--- config.mk ---
export PLATFORM = sky130hd
export DESIGN_NAME = keypad_decoder
export DESIGN_NICKNAME = d
export VERILOG_FILES = /design/src/rtl/keypad_decoder.sv
export SDC_FILE = /design/constraint.sdc
export NUM_CORES = 1
export LEC_CHECK = 0
export ABC_AREA = 1
export CAP_MARGIN = 20
export CORE_UTILIZATION = 50
export DETAILED_ROUTE_END_ITERATION = 10
export HOLD_SLACK_MARGIN = 0.12
export PLACE_DENSITY_LB_ADDON = 0.25
export SLEW_MARGIN = 10
export SYNTH_ARGS = -nofsm -noshare
export SYNTH_HDL_FRONTEND = slang
export SYNTH_SLANG_ARGS = --single-unit
export TNS_END_PERCENT = 100
--- constraint.sdc ---
create_clock -name clk -period 3.1 [get_ports clk]
set_input_delay 0.31 -clock clk [delete_from_list [all_inputs] [get_ports clk]]
set_output_delay 0.31 -clock clk [all_outputs]
set_load 0.02 [all_outputs]
--- src/rtl/keypad_decoder.sv ---
// keypad_decoder: column-side reader for a 4x4 active-low matrix keypad.
// Synchronizes column pins and the matching row select, debounces press and
// release, and emits a registered key code with a one-cycle valid strobe.
// Optional: define KEYPAD_MULTIKEY_REJECT_EN to refuse multi-column presses
// (otherwise the lowest-index low column wins).
module keypad_decoder #(
    parameter int DEBOUNCE_CYCLES = 4,
    parameter int CNT_W           = 8
) (
    input  logic       clk,
    input  logic       reset,
    input  logic [3:0] r_sel,
    input  logic [3:0] c_in,
    output logic [3:0] key_code,
    output logic       key_valid,
    output logic       key_held,
    output logic       scan_hold
);

    typedef enum logic [1:0] {IDLE, DEBOUNCE, PRESSED, RELEASE} state_t;

    localparam logic [CNT_W-1:0] DB_LIM = CNT_W'(DEBOUNCE_CYCLES);
    localparam logic [CNT_W-1:0] CNT_ONE = CNT_W'(1);

    state_t           state, state_nx;
    logic [3:0]       c_s1, c_s2, r_s1, r_s2;
    logic [1:0]       row_q, col_q, row_nx, col_nx;
    logic [1:0]       hit_row, hit_col;
    logic [CNT_W-1:0] cnt, cnt_nx, cnt_inc;
    logic [3:0]       code_nx;
    logic             valid_nx, held_nx;
    logic             row_ok, hit, col_low, row_match, multi_bad;

    // Two-flop synchronizers; rows are delayed identically so each column
    // sample stays paired with the row that produced it.
    always_ff @(posedge clk or negedge reset) begin
        if (!reset) begin
            c_s1 <= 4'hF;
            c_s2 <= 4'hF;
            r_s1 <= 4'hF;
            r_s2 <= 4'hF;
        end else begin
            c_s1 <= c_in;
            c_s2 <= c_s1;
            r_s1 <= r_sel;
            r_s2 <= r_s1;
        end
    end

`ifdef KEYPAD_MULTIKEY_REJECT_EN
    assign multi_bad = ($countones(~c_s2) > 1);
`else
    assign multi_bad = 1'b0;
`endif

    // Row decode (only one-hot-low counts) and lowest-index column priority.
    always_comb begin
        row_ok  = 1'b1;
        hit_row = 2'd0;
        case (r_s2)
            4'b1110: hit_row = 2'd0;
            4'b1101: hit_row = 2'd1;
            4'b1011: hit_row = 2'd2;
            4'b0111: hit_row = 2'd3;
            default: row_ok = 1'b0;
        endcase
        if (!c_s2[0])      hit_col = 2'd0;
        else if (!c_s2[1]) hit_col = 2'd1;
        else if (!c_s2[2]) hit_col = 2'd2;
        else               hit_col = 2'd3;
    end

    assign hit       = row_ok && (c_s2 != 4'hF) && !multi_bad;
    assign col_low   = !c_s2[col_q];
    assign row_match = row_ok && (hit_row == row_q);
    assign cnt_inc   = (&cnt) ? cnt : cnt + CNT_ONE;
    assign scan_hold = (state != IDLE);

    function automatic logic [3:0] key_map(input logic [1:0] row, input logic [1:0] col);
        case ({row, col})
            4'h0: key_map = 4'h1;  4'h1: key_map = 4'h2;
            4'h2: key_map = 4'h3;  4'h3: key_map = 4'hA;
            4'h4: key_map = 4'h4;  4'h5: key_map = 4'h5;
            4'h6: key_map = 4'h6;  4'h7: key_map = 4'hB;
            4'h8: key_map = 4'h7;  4'h9: key_map = 4'h8;
            4'hA: key_map = 4'h9;  4'hB: key_map = 4'hC;
            4'hC: key_map = 4'hE;  4'hD: key_map = 4'h0;
            4'hE: key_map = 4'hF;  default: key_map = 4'hD;
        endcase
    endfunction

    // State, captured key position, debounce counter and registered outputs.
    always_ff @(posedge clk or negedge reset) begin
        if (!reset) begin
            state     <= IDLE;
            row_q     <= 2'd0;
            col_q     <= 2'd0;
            cnt       <= '0;
            key_code  <= 4'h0;
            key_valid <= 1'b0;
            key_held  <= 1'b0;
        end else begin
            state     <= state_nx;
            row_q     <= row_nx;
            col_q     <= col_nx;
            cnt       <= cnt_nx;
            key_code  <= code_nx;
            key_valid <= valid_nx;
            key_held  <= held_nx;
        end
    end

    // Next-state: qualify a press for DEBOUNCE_CYCLES samples, then a release.
    always_comb begin
        state_nx = state;
        row_nx   = row_q;
        col_nx   = col_q;
        cnt_nx   = cnt;
        code_nx  = key_code;
        valid_nx = 1'b0;
        held_nx  = key_held;
        case (state)
            IDLE: begin
                if (hit) begin
                    row_nx   = hit_row;
                    col_nx   = hit_col;
                    cnt_nx   = CNT_ONE;
                    state_nx = DEBOUNCE;
                end
            end
            DEBOUNCE: begin
                if (col_low && row_match && !multi_bad) begin
                    cnt_nx = cnt_inc;
                    if (cnt_inc >= DB_LIM) begin
                        code_nx  = key_map(row_q, col_q);
                        valid_nx = 1'b1;
                        held_nx  = 1'b1;
                        state_nx = PRESSED;
                    end
                end else begin
                    cnt_nx   = '0;
                    state_nx = IDLE;
                end
            end
            PRESSED: begin
                if (!col_low) begin
                    cnt_nx   = CNT_ONE;
                    state_nx = RELEASE;
                end
            end
            default: begin
                if (col_low) begin
                    cnt_nx   = '0;
                    state_nx = PRESSED;
                end else if (cnt_inc >= DB_LIM) begin
                    cnt_nx   = '0;
                    held_nx  = 1'b0;
                    state_nx = IDLE;
                end else begin
                    cnt_nx = cnt_inc;
                end
            end
        endcase
    end

endmodule

==> impl_results.md <==
* Status: complete, no violations
* CP required at 2.79 ns
* Routed WL at 3660 microns
* Tmin final at 2.06 ns
* Die Ht at 66.1 microns
* DRT iter0 DRCs at 110
* Routed length per instance at 11.8 microns
* Congestion Overflow GR at 0
* TritonCTS Sinks at 36
* Initial core utilization at 0.541
* Avg Vias per Cell at 4.98
* Fin cells at 309
* Htree depth at 2
* Clock-pin slew on the worst setup and hold paths at 0.08 ns
* Pwr dens at 717 mW/mm^2
* CTS Root Buffer Type: clkbuf_8
* Hold-fix buffers at CTS at 0
* Pin count of the biggest net entering global routing at 37
* R2R cell count at 13
* Worst path top cell family by delay: buffers and inverters
* IO Port Bufs at 16
* Setup crit start kind: register
* Syn Area/Cell at 8.66 sq um
* Register area share after synthesis at 0.449
* Gp weighted congestion at 0.905
* Leakage at 1.16 nW
* Synth Warn # at 0
* Layout cells sized above 1 at 0.226
* CTS tree: done
* Worst-margin pin slew at 0.489 ns
* Placed cell area at 0.00228 sq mm
* Post-route setup TNS at 0 ns
* FF+latch count, synth at 36
* Max_slew headroom at 0.673
* CP peak stage delay at 0.62 ns
* Clock Latency Late Sink at 0.29 ns
* Unique masters post-synth at 37
* Setup crit end kind: primary output
* Crit. Startpoint: state[0]$_DFFE_PN0P_
* R2r startpoint: cnt[0]$_DFFE_PN0P_
* Mapped Nets at 257
* CP Max Fanout at 4
* Hold Path Depth at 0
* Drt drc at 0
* MaxCap Viol Count at 0
* Worst hold endpoint: r_s2[2]$_DFF_PN1_
* Hold Vio Cnt, Final at 0
* Worst-path cell chain: inv_1 -> ha_1 -> inv_1 -> clkdlybuf4s50_1
* R2r endpoint: state[1]$_DFFE_PN0P_
* Design Area, Final at 0.00237 sq mm
* RSZ-0062 raised after global routing: no
* Post-DP HPWL at 2780 microns
* Core ar. at 0.00380 sq mm
* Post-CTS resize count at 0
* Initial antenna violation count at 0
* Worst Skew at 0.0158 ns
* Post-Place Cells at 301
* Vias at 1539
* Routed Antenna Nets at 0
* Worst VDD drop at 0.426 mV
* Post-CTS Setup Inserts at 0
* Total CTS buffers at 5
* Synthesized instance count at 237
* Post-Syn Area at 0.00205 sq mm
* CP bufs+invs at 3
* Crit path kind: reg -> out
* GR Util All Layers at 0.199
* Hold slack at 0.350 ns
* Die Area at 0.00437 sq mm
* FP Rows at 22
* Fin nets at 280
* Vias in the first global route at 1439
* Setup-violating endpoint count in the final report at 0
* Diodes inserted at 0
* Hold Path Class: reg -> reg
* Cell mode on critical path: inv_1
* Slowest CP cell: clkdlybuf4s50_1
* Fmax at 485 MHz
* Area Overhead vs Synth at 15.3%
* Beginning of the worst hold path: r_s1[2]$_DFF_PN1_
* Top Ports at 17
* Critical path arrival at 1.75 ns
* Global-route wire length before repair at 6480 microns
* Die extent in x at 66.1 microns
* Period utilization at 0.665
* Final Max Tran Viols at 0
* Pre-antenna DRT Iters at 4
* CTS Buffer Depth at 2
* R2r setup slk at 1.28 ns
## Yosys cell counts (all sizes together)
cell type | count | area share
nand2 | 74 | 0.17
inv | 31 | 0.058
nor2 | 24 | 0.065
dfrtp | 20 | 0.24
nand3 | 18 | 0.054
dfstp | 16 | 0.20
o21ai | 15 | 0.042
ha | 10 | 0.061
o22ai | 7 | 0.021
nand4 | 4 | 0.015
a21oi | 3 | 0.0073
mux2i | 2 | 0.0098
nand3b | 2 | 0.013
a21boi | 1 | 0.0037
a221oi | 1 | 0.0043
clkbuf | 1 | 0.0018
clkinv | 1 | 0.0018
nor3 | 1 | 0.0024
o211a | 1 | 0.0049
o211ai | 1 | 0.0037
o21bai | 1 | 0.0037
o31ai | 1 | 0.0037
or2 | 1 | 0.0030
xor2 | 1 | 0.0043
## cell usage in the layout, fill, tap and decap left out, types with 4 or more instances in the layout
master	n
clkbuf_8	5
clkdlybuf4s50_1	16
dfrtp_1	20
dfstp_2	16
ha_1	10
inv_1	24
inv_2	6
nand2_1	61
nand2_2	8
nand2_4	4
nand3_1	14
nand3_2	4
nor2_1	18
o21ai_0	8
o21ai_1	6
o22ai_1	7
## kinds of logic after synthesis
kind of cell	count (synthesis)	synth area share
flip-flops	36	0.449
AND/OR/NAND/NOR	124	0.321
AO/OA/AOI/OAI	31	0.0945
buffers and inverters	33	0.0615
XOR/XNOR	1	0.00427
adder cells (fa/ha/maj)	10	0.0609
multiplexers	2	0.00975
## flip-flops by register name, summed over array words and instances, names as in the netlist
register and flops:
cnt 8, row_q 2, r_s1 4, key_held 1, col_q 2, state 2, c_s1 4, c_s2 4
key_valid 1, r_s2 4, key_code 4
## final cells by class
cell class	count	area (sq um)
Clock buffer	5	68.8
Multi-Input combinational cell	168	1010
Clock inverter	3	21.3
Inverter	32	123
Sequential cell	36	921
Tap cell	48	60.1
Timing Repair Buffer	17	168
Fill cell	325	1430
## through the flow
stage	util	total power [mW]	worst slack (ns)
CTS	0.623	1.71	1.02
detailed placement	0.599	1.36	1.30
finish	0.623	1.70	1.04
floorplan	-	1.16	1.42
global route	0.623	1.83	0.973
global placement	0.599	1.35	1.35
## power breakdown
| group | switching (mW) | leakage [nW] | internal, mW |
|---|---|---|---|
| clock | 0.175 | 0.0490 | 0.160 |
| combinational | 0.438 | 0.676 | 0.275 |
| sequential | 0.0951 | 0.438 | 0.556 |
## worst max-delay path by stage
stage | endpoint | slack [ns] | cells after the start
after global routing | scan_hold | 0.97 | 4
final | scan_hold | 1.04 | 4
after CTS | scan_hold | 1.02 | 4
after detailed placement | state[1]$_DFFE_PN0P_ | 1.30 | 13
after floorplan | state[1]$_DFFE_PN0P_ | 1.42 | 13
after global placement | state[1]$_DFFE_PN0P_ | 1.35 | 13
## worst reg2reg max path: cells and delay by family (launching register included)
family,cells,cell delay [ns]
AND/OR/NAND/NOR,9,0.84
buffers and inverters,3,0.19
flip-flops,1,0.43
adder cells (fa/ha/maj),1,0.27
## per-layer routing
metal | GRT usage | wire length [microns] | part of all wire | vias to the layer above
met4 | 0.0718 | 39 | 0.011 | 0
met5 | 0 | 0 | 0 | -
met2 | 0.295 | 1580 | 0.43 | 38
met3 | 0.0414 | 154 | 0.042 | 4
met1 | 0.286 | 1880 | 0.51 | 689
li1 | - | - | - | 808
(Power assumes the default switching activity.)
